File: src/rtl/imem_loader_pkg.sv
// Shared types and defaults for the instruction-memory loader.
package imem_loader_pkg;
  localparam int DEF_XLEN   = 32;
  localparam int DEF_ADDR_W = 8;

  typedef enum logic [2:0] {
    S_IDLE, S_LEN_LO, S_LEN_HI, S_DATA, S_CHECK, S_DONE, S_ERR
  } state_t;
endpackage

File: src/rtl/imem_loader_word_assembler.sv
// Packs little-endian bytes into words; emits a registered 1-cycle word_valid
// with the completed word, leaving the partial register free for the next byte.
module word_assembler
  import imem_loader_pkg::*;
#(
  parameter int XLEN = DEF_XLEN
) (
  input  logic            clk,
  input  logic            reset,
  input  logic            clear,
  input  logic            byte_valid,
  input  logic [7:0]      byte_data,
  output logic [XLEN-1:0] word,
  output logic            word_valid
);
  logic [1:0]  phase;
  logic [23:0] partial;

  always_ff @(posedge clk) begin
    if (reset) begin
      phase      <= '0;
      partial    <= '0;
      word       <= '0;
      word_valid <= 1'b0;
    end else begin
      word_valid <= 1'b0;
      if (clear) begin
        phase <= '0;
      end else if (byte_valid) begin
        case (phase)
          2'd0:    partial[7:0]   <= byte_data;
          2'd1:    partial[15:8]  <= byte_data;
          2'd2:    partial[23:16] <= byte_data;
          default: begin
            word       <= XLEN'({byte_data, partial});
            word_valid <= 1'b1;
          end
        endcase
        phase <= phase + 2'd1;
      end
    end
  end
endmodule

File: src/rtl/imem_loader.sv
// Byte-stream loader for instruction memory: length, words, XOR checksum.
// Holds the processor in reset until an image has been written and verified.
module imem_loader
  import imem_loader_pkg::*;
#(
  parameter int ADDR_W = DEF_ADDR_W,
  parameter int XLEN   = DEF_XLEN
) (
  input  logic              clk,
  input  logic              reset,
  input  logic              start,
  input  logic              in_valid,
  input  logic [7:0]        in_data,
  output logic              in_ready,
  output logic              imem_we,
  output logic [ADDR_W-1:0] imem_addr,
  output logic [XLEN-1:0]   imem_wdata,
  output logic              cpu_reset,
  output logic              busy,
  output logic              done,
  output logic              error
);
  localparam logic [16:0] MAX_WORDS = 17'(1) << ADDR_W;

  state_t      state;
  logic [15:0] len;
  logic [17:0] byte_cnt;
  logic [7:0]  csum;
  logic        xfer, start_ok, last_byte;
  logic [15:0] len_next;

  assign in_ready  = (state == S_LEN_LO) || (state == S_LEN_HI) ||
                     (state == S_DATA)   || (state == S_CHECK);
  assign xfer      = in_valid & in_ready;
  assign start_ok  = start & ((state == S_IDLE) || (state == S_DONE) || (state == S_ERR));
  assign len_next  = {in_data, len[7:0]};
  assign last_byte = (byte_cnt == ({len, 2'b00} - 18'd1));

  word_assembler #(.XLEN(XLEN)) u_asm (
    .clk        (clk),
    .reset      (reset),
    .clear      (start_ok),
    .byte_valid (xfer && (state == S_DATA)),
    .byte_data  (in_data),
    .word       (imem_wdata),
    .word_valid (imem_we)
  );

  always_ff @(posedge clk) begin
    if (reset) begin
      state     <= S_IDLE;
      len       <= '0;
      byte_cnt  <= '0;
      csum      <= '0;
      imem_addr <= '0;
      cpu_reset <= 1'b1;
      busy      <= 1'b0;
      done      <= 1'b0;
      error     <= 1'b0;
    end else begin
      // Address advances after each strobe; a full 2**ADDR_W image wraps to 0.
      if (imem_we) imem_addr <= imem_addr + 1'b1;
      case (state)
        S_IDLE, S_DONE, S_ERR: begin
          if (state == S_DONE) cpu_reset <= 1'b0;
          if (start) begin
            state     <= S_LEN_LO;
            cpu_reset <= 1'b1;
            done      <= 1'b0;
            error     <= 1'b0;
            busy      <= 1'b1;
            csum      <= '0;
            byte_cnt  <= '0;
            imem_addr <= '0;
          end
        end
        S_LEN_LO: if (xfer) begin
          len[7:0] <= in_data;
          state    <= S_LEN_HI;
        end
        S_LEN_HI: if (xfer) begin
          len[15:8] <= in_data;
          if (len_next == 16'd0) begin
            state <= S_CHECK;
          end else if ({1'b0, len_next} > MAX_WORDS) begin
            state <= S_ERR;
            busy  <= 1'b0;
            error <= 1'b1;
          end else begin
            state <= S_DATA;
          end
        end
        S_DATA: if (xfer) begin
          csum     <= csum ^ in_data;
          byte_cnt <= byte_cnt + 18'd1;
          if (last_byte) state <= S_CHECK;
        end
        S_CHECK: if (xfer) begin
          busy <= 1'b0;
          if (in_data == csum) begin
            state <= S_DONE;
            done  <= 1'b1;
          end else begin
            state <= S_ERR;
            error <= 1'b1;
          end
        end
        default: state <= S_IDLE;
      endcase
    end
  end
endmodule

File: config.mk
export PLATFORM = sky130hd
export DESIGN_NAME = imem_loader
export DESIGN_NICKNAME = d
export VERILOG_FILES = /design/src/rtl/imem_loader_pkg.sv /design/src/rtl/imem_loader_word_assembler.sv /design/src/rtl/imem_loader.sv
export SDC_FILE = /design/constraint.sdc
export NUM_CORES = 1
export LEC_CHECK = 0
export CORE_AREA = 2 2 136 138
export DETAILED_ROUTE_END_ITERATION = 6
export DIE_AREA = 0 0 138 140
export GPL_TIMING_DRIVEN = 0
export SLEW_MARGIN = 25
export SYNTH_ARGS = -nofsm -noshare
export SYNTH_HDL_FRONTEND = slang
export SYNTH_SLANG_ARGS = --single-unit
File: constraint.sdc
create_clock -name clk -period 6.3 [get_ports clk]
set_clock_uncertainty 0.1 [all_clocks]
set_input_delay 1.89 -clock clk [delete_from_list [all_inputs] [get_ports clk]]
set_output_delay 1.89 -clock clk [all_outputs]
set_load 0.03 [all_outputs]
==> results.tsv <==
metric	value	unit
finalCritPeriodShare	0.6801	
finalSetupTns	0	ps
yosysWarnings	0	
report.final.slew_viol_count	0	
cts_resized	0	
cp-start-kind	input pin	
clockBufferDepth	2	
start_util	0.2971	
port_buffers	50	
ys.flop_type	dfxtp_1	
synth.distinct_cells	53	
cts-buffers-inserted	17	
r2r-start	len[0]	
netlist_top_cells_area	dfxtp_1 (44%), nand2_1 (11%), a21oi_1 (8.6%)	
numClockSinks	116	
path_max_fanout	10	
remaining_drc_errors	0	
drive_above_1_share	0.05179	
endpoint	u_asm.partial[19]	
max_clock_freq	233.4	MHz
path_clk_slew	50	ps
r2r_cells	9	
powerDensity	340.9	nW/µm²
ios	58	
synth.cell_area	5283	µm²
cts_max_level	4	
max_slew.worst_pin.slew	820.0	ps
dp_cells	950	
root_buffer	clkbuf_16	
setup_viol	0	
hold_viol	0	
syn-instance-count	671	
critPathRequiredTime	6540	ps
syn-num-nets	691	
synth_area_per_cell	7.873	µm²
grt_pass1_wl	22960	µm
synth_largest_area_cell	dfxtp_1	
grt_usage	0.1465	
cts_hold_buf	0	
grt_setup_unrepaired	no	
multiInputGateArea	2750	µm²
die_x	138	µm
place_ws	1623	ps
core	17780	µm²
wl_per_cell	14.16	µm
ir_worst_vdd	0.1871	mV
rows	49	
post_cts_buffers	0	
worst_slack	2015	ps
routed_wl	13900	µm
fillerInstances	1863	
diodes	0	
synth_top_area_share	0.4396	
syn_to_final_growth	25.79	%
period_needed	4285	ps
grt_pass1_vias	4445	
routabilityCongestion	0.8505	
max_slew_margin	0.4456	
drtPass1Iterations	5	
nets	760	
cp-end-kind	flop	
overflow	0	
viasPerCell	4.820	
fin_util	0.3738	
hp-class	flop to flop	
async_flop_share	0	
arrival	4530	ps
clock_latency	420	ps
hpwl	9686	µm
r2r_slack	3390	ps
grt_max_degree	17	
antenna_left	0	
ys_seq_area_frac	0.4396	
finalNonFillerCells	982	
leakage	0.002213	µW
synth_edf_count	0	
antenna_found_initial	0	
cts_tree	yes	
maxCapViolations	0	
die_h	140	µm
drt_first_iter_violations	345	
regArea	2322	µm²
ys_ff_latch	116	
startpoint	in_valid	
status	completed	
r2r_end	state[1]	
crit_type	input pin to flop	
vias	4733	
dieArea	19320	µm²
-- final cells by class --
type / instances / area share
sequential: 116 / 0.3495
buffer: 44 / 0.02598
inverter: 10 / 0.005649
multi-input combinational: 501 / 0.4139
clock inverter: 8 / 0.01111
tap: 229 / 0.04312
clock buffer: 24 / 0.07550
timing repair buffer: 50 / 0.07532
-- worst min-delay path by stage --
| stage | start | to | slack [ps] | depth (start not counted) |
|---|---|---|---|---|
| after CTS | u_asm.word[9] | u_asm.word[9] | 350 | 2 |
| final | u_asm.partial[17] | u_asm.word[17] | 350 | 2 |
| after global placement | u_asm.partial[1] | u_asm.word[1] | 340 | 2 |
| after detailed placement | u_asm.word[9] | u_asm.word[9] | 350 | 2 |
| after global routing | u_asm.word[5] | u_asm.word[5] | 370 | 2 |
| after floorplan | u_asm.partial[0] | u_asm.word[0] | 330 | 2 |
-- kinds of logic after synthesis --
group | Yosys count | synth area share
xor+xnor | 54 | 0.08953
flops | 116 | 0.4396
mux | 4 | 0.008526
simple gates | 305 | 0.2650
buf+inv | 54 | 0.03979
compound gates | 130 | 0.1386
fa+ha+maj | 8 | 0.01895
-- registers in the layout (all words and copies together), names as in the netlist --
register	flops
u_asm.word_valid	1
error	1
csum	8
u_asm.partial	24
busy	1
cpu_reset	1
imem_addr	8
state	3
byte_cnt	18
done	1
u_asm.word	32
u_asm.phase	2
len	16
-- power breakdown --
| group | total (µW) | leakage (µW) | switching, µW | internal [µW] |
|---|---|---|---|---|
| logic | 521 | 0.000994 | 319 | 202 |
| registers | 810 | 0.000937 | 36.8 | 773 |
| clock network | 934 | 0.000282 | 342 | 592 |
| total | 2270 | 0.00221 | 698 | 1570 |
-- worst max-delay path, stage by stage --
cell and delay, ps:
clkdlybuf4s50_1 640, nor2b_1 290, and3_1 190, clkbuf_1 290
clkbuf_1 400, clkbuf_1 500, nand3_1 150, a21oi_1 160
-- through the flow --
step / hold slack, ps / instance area (µm²) / power (µW)
5_1_grt: 366.6 / 6645 / 2383
3_5_place_dp: 345.9 / 6070 / 1344
6_report: 347.7 / 6645 / 2265
3_3_place_gp: 341.7 / 6070 / 1338
4_1_cts: 353.3 / 6645 / 2283
2_1_floorplan: 332.2 / 5283 / 1206
-- cells in the mapped netlist (all sizes together) (9+ instances only) --
cell,number
nand4,9
nand2,150
nand3,43
a21oi,91
inv,10
dfxtp,116
o21ai,13
nor2,49
clkbuf,41
xnor2,31
nor3,9
xor2,23
-- layer usage --
layer	up-vias	track usage	part of all wire	wire length [µm]
met1	2218	0.2010	0.49	6744
met5	-	0	0	0
met2	105	0.2183	0.44	6157
met4	0	0.05209	0.017	243
met3	18	0.04410	0.054	756
li1	2392	-	-	-
-- cells in the final DEF, fill, tap and decap left out, types with 2 or more instances in the layout --
cell type,instances
o21ai_1,2
nand3_1,42
nand2b_1,8
nor2b_1,6
nand4_1,9
dfxtp_1,116
and2_1,4
clkinvlp_4,2
o21ai_0,11
nand3b_1,2
clkbuf_1,43
nor4_1,3
clkinv_2,4
a311oi_1,4
nor3_1,7
nor2_1,48
and3b_1,3
xor2_1,23
a21oi_1,91
clkbuf_16,17
clkdlybuf4s50_1,50
a31oi_1,3
o21a_1,4
nand2_1,150
clkbuf_8,5
o21bai_1,2
buf_1,2
xnor2_1,31
inv_1,10
and3_1,8
nor4b_1,3
a21o_1,2
nor3_2,2
mux2i_1,3
ha_1,8
Power figures use the tool's default switching activity.
==> RTL change, RTL diff (same flow settings) <==
`DEF_XLEN`: 32 -> 48.
--- a/src/rtl/imem_loader_pkg.sv
+++ b/src/rtl/imem_loader_pkg.sv
@@ -1,6 +1,6 @@
 // Shared types and defaults for the instruction-memory loader.
 package imem_loader_pkg;
-  localparam int DEF_XLEN   = 32;
+  localparam int DEF_XLEN   = 48;
   localparam int DEF_ADDR_W = 8;
 
   typedef enum logic [2:0] {
Ports: changed (resized imem_wdata); port bits go from 58 to 74. No check against the original RTL was run, so the function may have changed too.
==> RTL change against the unedited design <==
Wire length rose by 1.7%. Largest power group unchanged. Largest cell class unchanged. Synthesized area up 4.0%. Clock power up 13%. Cell area is 4.9% higher. Sequential cell count unchanged. Highest routed layer unchanged. Sequential power down 1%. First-iteration DRC count up 6.7%. Total power up 7.1%. Setup slack gained 60 ps. Critical endpoint is now in_ready.
==> RTL change: results (changes against the unedited design) <==
status - complete, no violations
number of port buffers - 49 (-2.0%)
layout cells sized above 1 - 0.0903 (+0.0385)
post-DP HPWL - 9.78 mm (+1.0%)
DR WL met3 - 635 um (-16%)
cell leakage power - 0.00240 uW (+8.6%)
vias in the first global route - 4490 (+1.0%)
WL met1 - 7.02 mm (+4.1%)
GR Util met2 - 0.230 (+0.0112)
met1 Track Usage GR - 0.201 (+0.000423)
DP Area - 6320 um2 (+4.2%)
Worst-Margin Slew - 810 ps (-10.4 ps)
Core Util, Final - 0.392 (+0.0182)
final weighted congestion in routability-driven placement - 0.804 (-5.5%)
FILL cells - 1871 (+0.43%)
Clock group - 1060 uW (+13%)
slowest stage delay, CP - 700 ps (+60 ps)
clock-cell share of area - 0.0923 (+0.00568)
area of the multi-input gates - 2850 um2 (+3.6%)
Inverters excl. clock - 16 (+6)
DR pass1 iterations - 4 (-1)
Vias - 4849 (+2.5%)
Async SR Flop Fraction - 0 (unchanged)
number of multi-input logic gates - 511 (+2.0%)
nets - 793 (+4.3%)
Inst Count DP - 983 (+3.5%)
Gate power share - 0.235 (+0.005)
Int Power - 1710 uW (+9.1%)
met2 wire length - 6.33 mm (+2.8%)
number of non-clock buffers - 111 (+18%)
ranking of synthesized cells by area - dfxtp_1 42%, nand2_1 9.0%, a21oi_1 7.2%, xnor2_1 5.3%, nor2_1 5.0%
WP data arrival - 2240 ps (-2290 ps)
most instantiated cells after synthesis - 131 x nand2_1, 116 x dfxtp_1, 79 x a21oi_1
Data buffer area share - 0.116 (+0.0145)
Initial DRC Count - 368 (+6.7%)
VDD IR-drop max - 0.237 mV (+27%)
GRT Overall Usage - 0.147 (+0.000727)
syn_area_per_cell - 7.96 um2 (+1.1%)
Post-Route WL - 14.1 mm (+1.7%)
Distinct cells, synth - 56 (+5.7%)
==> RTL change: path summary, 6_finish.rpt <==
path | start | end | slack [ps]
setup / recovery | state[2] | in_ready | 2070
hold / removal | error | error | 350
setup reg to reg | len[0] | state[1] | 3280
hold reg to reg | error | error | 350
==> RTL change: kinds of logic (layout without fill, tap and decap cells) <==
logic type / after synthesis / after routing / synth area share
simple gates: 297 / 297 / 0.252
compound gates: 126 / 126 / 0.133
flops: 116 / 116 / 0.423
buf+inv: 78 / 159 / 0.0686
xor+xnor: 53 / 53 / 0.0845
mux: 11 / 11 / 0.0203
fa+ha+maj: 8 / 8 / 0.0182
other cells: 1 / 16 / 0.000683
==> RTL change: stage by stage <==
| step | worst slack [ps] | power [uW] |
|---|---|---|
| finish | 2070 | 2430 |
| global route | 1910 | 2540 |
| CTS | 2020 | 2440 |
| detailed placement | 1800 | 1380 |
| global placement | 1830 | 1370 |
| floorplan | 2500 | 1240 |
